--- config.mk ---
export PLATFORM = sky130hd
export DESIGN_NAME = color_gen_multi
export DESIGN_NICKNAME = d
export VERILOG_FILES = /design/src/rtl/color_gen_pkg.sv /design/src/rtl/color_scale_mul.sv /design/src/rtl/color_gen_multi.sv
export SDC_FILE = /design/constraint.sdc
export NUM_CORES = 1
export LEC_CHECK = 0
export BUFFER_PORTS_ARGS = -buffer_cell sky130_fd_sc_hd__buf_2
export CAP_MARGIN = 20
export CORE_UTILIZATION = 50
export CTS_CLUSTER_SIZE = 14
export DETAILED_ROUTE_END_ITERATION = 10
export GPL_TIMING_DRIVEN = 0
export PLACE_DENSITY = 0.78
export SYNTH_ARGS = -nofsm -noshare
export SYNTH_HDL_FRONTEND = slang
export SYNTH_HIERARCHICAL = 1
export SYNTH_SLANG_ARGS = --single-unit
--- constraint.sdc ---
create_clock -name clk -period 4.5 [get_ports clk]
set_input_delay 0.9 -clock clk [delete_from_list [all_inputs] [get_ports clk]]
set_output_delay 0.9 -clock clk [all_outputs]
set_load 0.03 [all_outputs]
--- src/rtl/color_gen_pkg.sv ---
// Shared definitions for the RGBW colour generator: mode codes, FSM states
// and a width-generic saturating add/subtract.
package color_gen_pkg;

   localparam logic [7:0] MODE_DIRECT        = 8'h21;
   localparam logic [7:0] MODE_DIRECT_SCALED = 8'h5A;
   localparam logic [7:0] MODE_HUE           = 8'hA4;

   localparam int NSEC = 6;

   typedef enum logic [2:0] {
      ST_IDLE,
      ST_HUE,
      ST_MIX,
      ST_MUL,
      ST_DONE
   } state_t;

   // Operands are zero-extended to 32 bits; the result clamps to [0, 2^w-1].
   function automatic logic [31:0] sat_addsub(input logic [31:0] a,
                                              input logic [31:0] b,
                                              input logic        sub,
                                              input int unsigned w);
      logic [32:0] sum;
      logic [32:0] maxv;
      maxv = (33'd1 << w) - 33'd1;
      if (sub)
         sum = (b > a) ? 33'd0 : ({1'b0, a} - {1'b0, b});
      else
         sum = {1'b0, a} + {1'b0, b};
      if (sum > maxv)
         sum = maxv;
      return sum[31:0];
   endfunction

endpackage

--- src/rtl/color_scale_mul.sv ---
// Sequential shift-add scaler: result = (c*lint + c) >> W, one lint bit per cycle.
// done and result are valid combinationally during the final step.
module color_scale_mul
   import color_gen_pkg::*;
#(
   parameter int W = 8
) (
   input  logic         clk,
   input  logic         reset,
   input  logic         load,
   input  logic [W-1:0] c,
   input  logic [W-1:0] lint,
   output logic         done,
   output logic [W-1:0] result
);

   localparam int AW = 2 * W + 1;
   localparam int BW = (W > 1) ? $clog2(W) : 1;

   logic          active;
   logic [W-1:0]  c_r;
   logic [W-1:0]  lint_r;
   logic [AW-1:0] acc;
   logic [AW-1:0] acc_next;
   logic [AW-1:0] addend;
   logic [BW-1:0] bit_idx;

   always_comb begin
      addend   = '0;
      if (lint_r[bit_idx])
         addend = AW'(c_r) << bit_idx;
      acc_next = acc + addend;
   end

   assign done   = active && (bit_idx == BW'(W - 1));
   assign result = W'(acc_next >> W);

   always_ff @(posedge clk) begin
      if (reset) begin
         active  <= 1'b0;
         c_r     <= '0;
         lint_r  <= '0;
         acc     <= '0;
         bit_idx <= '0;
      end else if (load) begin
         active  <= 1'b1;
         c_r     <= c;
         lint_r  <= lint;
         acc     <= AW'(c);
         bit_idx <= '0;
      end else if (active) begin
         acc <= acc_next;
         if (bit_idx == BW'(W - 1))
            active <= 1'b0;
         else
            bit_idx <= bit_idx + BW'(1);
      end
   end

endmodule

--- src/rtl/color_gen_multi.sv ---
// RGBW colour generator: iterative hue wheel, white mix and per-channel
// intensity scaling feeding the PWM stage.
//
// state   | meaning
// IDLE    | waiting for start with a recognised mode
// HUE     | walking the index counter across the colour wheel
// MIX     | adding white into R/G/B with clamp, launching the scalers
// MUL     | four shift-add scalers running in parallel
// DONE    | outputs just updated; a new start is accepted here
module color_gen_multi
   import color_gen_pkg::*;
#(
   parameter int W    = 8,
   parameter int IDXW = 8,
   parameter int SEC  = 36,
   parameter int STEP = 7
) (
   input  logic            clk,
   input  logic            reset,
   input  logic            start,
   input  logic [7:0]      mode,
   input  logic [IDXW-1:0] color_idx,
   input  logic [W-1:0]    lint,
   input  logic [W-1:0]    white_in,
   input  logic [W-1:0]    red_in,
   input  logic [W-1:0]    green_in,
   input  logic [W-1:0]    blue_in,
   output logic [W-1:0]    red_out,
   output logic [W-1:0]    green_out,
   output logic [W-1:0]    blue_out,
   output logic [W-1:0]    white_out,
   output logic            busy,
   output logic            out_valid
);

   localparam logic [W-1:0] MAXV = '1;

   state_t          state;
   logic [IDXW-1:0] idx_r;
   logic [IDXW-1:0] cnt;
   logic [IDXW-1:0] pos;
   logic [2:0]      sector;
   logic [W-1:0]    up;
   logic [W-1:0]    up_next;
   logic [W-1:0]    dn;
   logic [W-1:0]    hue_r, hue_g, hue_b;
   logic [W-1:0]    r_c, g_c, b_c, w_c, lint_r;

   logic            idle_or_done;
   logic            mul_load;
   logic [W-1:0]    mul_c   [4];
   logic [W-1:0]    mul_res [4];
   logic [W-1:0]    mul_lint;
   logic [3:0]      mul_done;

   always_comb begin
      up_next = W'(sat_addsub(32'(up), 32'(STEP), 1'b0, W));
      dn      = W'(sat_addsub(32'(MAXV), 32'(up), 1'b1, W));
      hue_r   = MAXV;
      hue_g   = '0;
      hue_b   = '0;
      case (sector)
         3'd0: begin hue_r = MAXV; hue_g = '0;   hue_b = up;   end
         3'd1: begin hue_r = dn;   hue_g = '0;   hue_b = MAXV; end
         3'd2: begin hue_r = '0;   hue_g = up;   hue_b = MAXV; end
         3'd3: begin hue_r = '0;   hue_g = MAXV; hue_b = dn;   end
         3'd4: begin hue_r = up;   hue_g = MAXV; hue_b = '0;   end
         3'd5: begin hue_r = MAXV; hue_g = dn;   hue_b = '0;   end
         default: begin hue_r = MAXV; hue_g = '0; hue_b = '0; end
      endcase
   end

   assign idle_or_done = (state == ST_IDLE) || (state == ST_DONE);

   // Scalers load either straight from the inputs (direct-scaled start) or
   // from the white-mixed channel registers (end of MIX).
   always_comb begin
      mul_load = (idle_or_done && start && (mode == MODE_DIRECT_SCALED)) ||
                 (state == ST_MIX);
      if (state == ST_MIX) begin
         mul_c[0] = W'(sat_addsub(32'(r_c), 32'(w_c), 1'b0, W));
         mul_c[1] = W'(sat_addsub(32'(g_c), 32'(w_c), 1'b0, W));
         mul_c[2] = W'(sat_addsub(32'(b_c), 32'(w_c), 1'b0, W));
         mul_c[3] = w_c;
         mul_lint = lint_r;
      end else begin
         mul_c[0] = red_in;
         mul_c[1] = green_in;
         mul_c[2] = blue_in;
         mul_c[3] = white_in;
         mul_lint = lint;
      end
   end

   for (genvar ch = 0; ch < 4; ch++) begin : g_mul
      color_scale_mul #(.W(W)) u_mul (
         .clk    (clk),
         .reset  (reset),
         .load   (mul_load),
         .c      (mul_c[ch]),
         .lint   (mul_lint),
         .done   (mul_done[ch]),
         .result (mul_res[ch])
      );
   end

   always_ff @(posedge clk) begin
      if (reset) begin
         state     <= ST_IDLE;
         busy      <= 1'b0;
         out_valid <= 1'b0;
         red_out   <= '0;
         green_out <= '0;
         blue_out  <= '0;
         white_out <= '0;
         idx_r     <= '0;
         cnt       <= '0;
         pos       <= '0;
         sector    <= '0;
         up        <= '0;
         r_c       <= '0;
         g_c       <= '0;
         b_c       <= '0;
         w_c       <= '0;
         lint_r    <= '0;
      end else begin
         out_valid <= 1'b0;
         case (state)
            ST_IDLE, ST_DONE: begin
               state <= ST_IDLE;
               if (start) begin
                  case (mode)
                     MODE_DIRECT: begin
                        red_out   <= red_in;
                        green_out <= green_in;
                        blue_out  <= blue_in;
                        white_out <= white_in;
                        out_valid <= 1'b1;
                        state     <= ST_DONE;
                     end
                     MODE_DIRECT_SCALED: begin
                        r_c    <= red_in;
                        g_c    <= green_in;
                        b_c    <= blue_in;
                        w_c    <= white_in;
                        lint_r <= lint;
                        busy   <= 1'b1;
                        state  <= ST_MUL;
                     end
                     MODE_HUE: begin
                        idx_r  <= color_idx;
                        w_c    <= white_in;
                        lint_r <= lint;
                        cnt    <= '0;
                        pos    <= '0;
                        sector <= '0;
                        up     <= '0;
                        busy   <= 1'b1;
                        state  <= ST_HUE;
                     end
                     default: ;
                  endcase
               end
            end
            ST_HUE: begin
               if (cnt == idx_r) begin
                  r_c   <= hue_r;
                  g_c   <= hue_g;
                  b_c   <= hue_b;
                  state <= ST_MIX;
               end else begin
                  cnt <= cnt + IDXW'(1);
                  // Sector saturates past the last wheel segment so large
                  // indices land on the fixed red entry.
                  if (pos == IDXW'(SEC - 1)) begin
                     pos <= '0;
                     up  <= '0;
                     if (sector < 3'(NSEC))
                        sector <= sector + 3'd1;
                  end else begin
                     pos <= pos + IDXW'(1);
                     up  <= up_next;
                  end
               end
            end
            ST_MIX: state <= ST_MUL;
            ST_MUL: begin
               if (&mul_done) begin
                  red_out   <= mul_res[0];
                  green_out <= mul_res[1];
                  blue_out  <= mul_res[2];
                  white_out <= mul_res[3];
                  out_valid <= 1'b1;
                  busy      <= 1'b0;
                  state     <= ST_DONE;
               end
            end
            default: state <= ST_IDLE;
         endcase
      end
   end

endmodule

* After elaboration in Yosys (flattened, before gate mapping)
Cells that the tools add are included.
Storage, ports and cells: input port bits 59, output and inout port bits 34, word-level logic and storage cells 237, latch bits 0, register bits 236, ROM bits 0, RAM bits 0, memories 0
Operators by class: shifts and indexed selects 4, $mul 0, div/mod/pow operators 0, add/sub/neg operators 16, bitwise logic cells 4, multiplexer cells 102, eq/ne operators 28, magnitude comparators 10, reductions and logical operators 35
Operators with widths (number):
- two-way mux 8 bit | 42
- case mux 8 bit (2 select lines) | 10
- > comparator 33 x 8 -> 1 bit, second input constant | 4
- two-way mux 33 bit | 3
- case mux 8 bit (3 select lines) | 3
- adder 17 bit | 4
- two-way mux 17 bit | 4
- left shift 8 x 3 -> 17 bit | 4
- two-way mux 32 bit | 1
- adder 8 x 8 -> 9 bit | 3
- two-way mux 3 bit | 8
- two-way mux 1 bit | 22
- == test 3 bit, second input constant | 7
- AND reduction 4 bit | 5
- adder 8 x 1 -> 8 bit, second input constant | 2
- == test 8 x 6 -> 1 bit, second input constant | 2
- < comparator 3 x 4 -> 1 bit, second input constant | 4
- inequality test 2 bit, second input constant | 8
- adder 3 x 1 -> 3 bit, second input constant | 5
- binary-select mux 1 bit (select 3 bit) | 4
- == test 3 x 2 -> 1 bit, second input constant | 4
- case mux 3 bit (4 select lines) | 1
- nonzero test 2 bit | 6
- OR reduction 2 bit | 6
- other kinds (19) | 37

* Longest topological paths before layout
word-level depth 6, mapped depth 17, mapped depth without buffers 15

* By module
Netlist, hierarchy kept.
By module, submodules not included:
- color_scale_mul at g_mul[0].u_mul ... | seq. area each 720.7 sq um, area an instance 2529.9 sq um, cells an instance 307, times used 3
- color_gen_multi | seq. area each 2242.2 sq um, area an instance 7160.6 sq um, cells an instance 880, times used 1
- color_scale_mul at g_mul[3].u_mul | seq. area each 720.7 sq um, area an instance 2583.7 sq um, cells an instance 318, times used 1

* Worst setup path after synthesis
OpenSTA, ideal clock, no wires.
path kind reg2reg, start point register g_mul[3].u_mul.bit_idx[0], end point register white_out[2], library setup time 86 ps, period minus slack after synthesis 3436 ps, path buffers 3, required time 4414 ps, slack 1064 ps, cell stages (with the launch flop) 17, arrival time 3350 ps, cell sequence dfxtp_1 buf_2 mux4_2 nand2_1 and2_1 clkbuf_1 a21oi_1 ha_1 buf_4 a21o_1 a311oi_1 o21ai_1 and2_1 a21oi_1 xnor2_1 mux2i_1 a211oi_1
RTL lines:
- start, declared | RTL line color_scale_mul.sv:26 | logic [BW-1:0] bit_idx;
- start signal, assigned | RTL line color_scale_mul.sv:56 | bit_idx <= bit_idx + BW'(1);
- end signal, assigned | RTL line color_gen_multi.sv:137 | white_out <= white_in;
- end signal, assigned | RTL line color_gen_multi.sv:192 | white_out <= mul_res[3];
- end, declared | RTL line color_gen_multi.sv:31 | output logic [W-1:0] white_out,

==> run summary <==
Outcome: completed
Setup CP Type: reg -> reg
FP Rows: 67
Post-layout total power: 5310 uW
Resized cells post-CTS: 0
Critical Path Sink Type: flip-flop
Slew Limit Headroom: 37.3%
WL/cell: 20.2 um
Post-route DRC violation count: 0
GRT Util Overall: 30.3%
Starting density of the core: 51.3%
Worst slew pin tran: 0.940 ns
Dpl cell area: 18400 um2
Buf+Inv Stages, Crit Path: 3
Most frequent cells in the layout: 308 x nor2_1, 256 x dfxtp_1, 178 x nand2_1, 172 x a21oi_1, 159 x mux2i_1
Setup TNS after final layout: 0 ns
HPWL after DPL: 41600 um
Final Cell Area: 19500 um2
Largest family of logic cells by synthesized area: compound AO/OA/AOI/OAI gates
WP data arrival: 4.63 ns
Gpl congestion: 0.979
Core area: 33800 um2
Worst vdd ir: 0.313 mV
Die H: 188 um
Filler cells: 3048
# H-tree levels: 1
Max Cap Violations: 0
Skew final: 0.0265 ns
Setup violations, final: 0
I/O pin count: 93
Worst path cell trace: clkbuf_1 > mux4_2 > nand2_1 > and2_1 > clkbuf_1 > a21oi_1 > ha_1 > buf_4 > a21o_1 > a311oi_1 > o21ai_1 > and2_1 > a21oi_1 > xnor2_1 > mux2i_1 > a211oi_1
Adder-Cell Fraction of Synth Area: 8.17%
Final ANT Viol Nets: 0
First-pass GRT wire length: 85900 um
Crit-path max cell delay: 0.43 ns
Register area share after synthesis: 29.6%
Worst-skew pair later-pin latency: 0.58 ns
Antenna violations before repair: 2
Worst-path clk slew: 0.06 ns
Max Freq: 241 MHz
Endpoints failing hold: 0
Startpoint types: flip-flop
Pre-antenna DRT Iters: 6
Clock tree from TritonCTS: yes
Largest net degree at the start of global routing: 15
CTS buffer count: 30
Root buffer selected by CTS: clkbuf_16
1st-iter DRT viols: 1649
Async S/R FF share, synth: 0%
CP max-delay cell: a311oi_1
Crit Path Max Fanout: 7
DIE AREA: 35400 um2
Die X: 188 um
Leak: 0.00813 uW
Post-Synth Simple-Gate Area: 18.9%
Post-Synthesis Cells: 2119
Required @ worst endpoint: 4.98 ns
Drt total wl: 55000 um
Most common cell after layout, fill and taps aside: nor2_1
Area Overhead vs Synth: 12.3%
Synth Area in Compound Gates: 22.9%
Vias in the first global route: 15.7k
Final Max Slew Viols: 0
Post-synth EDFFs: 0
Synth Warn #: 6
Setup bufs post-CTS: 0
Synth Area per Inst: 8.18 um2
Unrepaired setup endpoints after global routing: false
Top delay family on crit path: compound AO/OA/AOI/OAI gates
# hold bufs at CTS: 0
Synth cell types: 92
Min Tclk post-route: 4.15 ns
Post-synthesis mux area share: 11.1%
Deepest clock path buffer count: 3
Total power per unit cell area: 273 nW/um2
Syn Nets: 2287
Top FF cell, synth: dfxtp_1
I/O Buffers: 92
Nets@finish: 2413
Vias per inst: 6.17
XOR/XNOR share of the synthesized area: 4.14%
Clock Sinks: 256
Seq cells post-synth: 256
Worst min-delay path class: reg -> reg
Fin crit share: 92.2%
Global route overflow: 0
Share of layout cells above drive strength 1: 12.5%
Synth Cell Area: 17300 um2
Total number of vias: 16.8k
==> per-layer routing <==
metal  vias to the layer above  wire length [um]  track usage [%]
li1                       7969                 -                -
met1                      7971             24000             41.1
met2                       692             24600             48.6
met3                       127              4350             4.41
met4                         2              2070             11.5
met5                         -                13                0
==> Yosys cell counts (11+ instances only) <==
cell type | n | area (um2)
a211oi_1 | 44 | 330
and2_1 | 19 | 119
a311o_1 | 11 | 110
o211ai_1 | 26 | 195
a2111oi_0 | 14 | 123
dfxtp_1 | 256 | 5120
or3_1 | 15 | 93.8
xnor2_1 | 57 | 499
o21a_1 | 15 | 113
buf_1 | 12 | 45.0
nor2_1 | 308 | 1160
o22a_1 | 23 | 201
nand3_1 | 45 | 225
a21oi_1 | 172 | 861
a22oi_1 | 12 | 90.1
a311oi_1 | 18 | 158
a31oi_1 | 20 | 125
and3_1 | 13 | 81.3
ha_1 | 102 | 1280
a21o_1 | 38 | 285
mux2_2 | 14 | 158
a221oi_1 | 16 | 140
nand2_1 | 178 | 668
clkbuf_1 | 77 | 289
o21ai_0 | 43 | 215
mux2i_1 | 159 | 1590
nor2b_1 | 17 | 106
inv_1 | 50 | 188
o22ai_1 | 16 | 100
buf_2 | 53 | 265
xor2_1 | 25 | 219
nor3_1 | 43 | 215
==> flip-flops by register name, indices dropped and copies added, names as in the netlist, 12 cells and up <==
signal,count
g_mul.u_mul/acc,64
g_mul.u_mul/bit_idx,12
g_mul.u_mul/c_r,32
g_mul.u_mul/lint_r,32
==> final timing paths <==
check | from | end | slack, ns | depth (start not counted)
hold / removal | g_mul[3].u_mul/acc[9] | g_mul[3].u_mul/acc[9] | 0.47 | 2
setup reg to reg | g_mul[3].u_mul/bit_idx[1] | white_out[4] | 0.35 | 16
setup / recovery | g_mul[3].u_mul/bit_idx[1] | white_out[4] | 0.35 | 16
hold reg to reg | g_mul[3].u_mul/acc[9] | g_mul[3].u_mul/acc[9] | 0.47 | 2
==> logic make-up (layout without fill, tap and decap cells) <==
kind of cell / Yosys count / count (layout)
AND/OR/NAND/NOR: 716 / 716
adder cells (fa/ha/maj): 109 / 109
flip-flops: 256 / 256
multiplexers: 181 / 181
buffers and inverters: 206 / 356
XOR/XNOR: 82 / 82
other: 0 / 1
AO/OA/AOI/OAI: 569 / 569
==> worst min-delay path, cell delays in order (launching register included) <==
cell,delay [ns]
dfxtp_1,0.31
nand2_1,0.06
a21oi_1,0.05
==> metrics by stage <==
step           setup WS, ns  hold WS (ns)  cells  util [%]
2_1_floorplan          1.06         0.445   2119         -
3_3_place_gp          0.344         0.458   2659      54.3
3_5_place_dp          0.429         0.467   2661      54.4
4_1_cts               0.401         0.475   2717      57.6
5_1_grt              0.0578         0.496   2718      57.6
6_report              0.349         0.472   2718      57.6
==> layout make-up <==
cell class                 count  area, um2  share of cell area (%)
antenna                        1       2.50                  0.0129
buffer                       156        709                    3.64
clock buffer                  36        825                    4.24
clock inverter                20        277                    1.42
inverter                      50        188                   0.964
multi-input combinational   1657      11300                    58.1
sequential                   256       5120                    26.3
tap                          448        561                    2.88
timing repair buffer          94        470                    2.42
==> where the power goes <==
| group | switching, uW | internal [uW] | total [uW] | leakage [uW] |
|---|---|---|---|---|
| logic | 212 | 96.1 | 308 | 0.00554 |
| registers | 10.1 | 2280 | 2290 | 0.00206 |
| clock network | 1060 | 1650 | 2710 | 0.000529 |
| total | 1280 | 4030 | 5310 | 0.00813 |
Power figures use the tool's default switching activity.
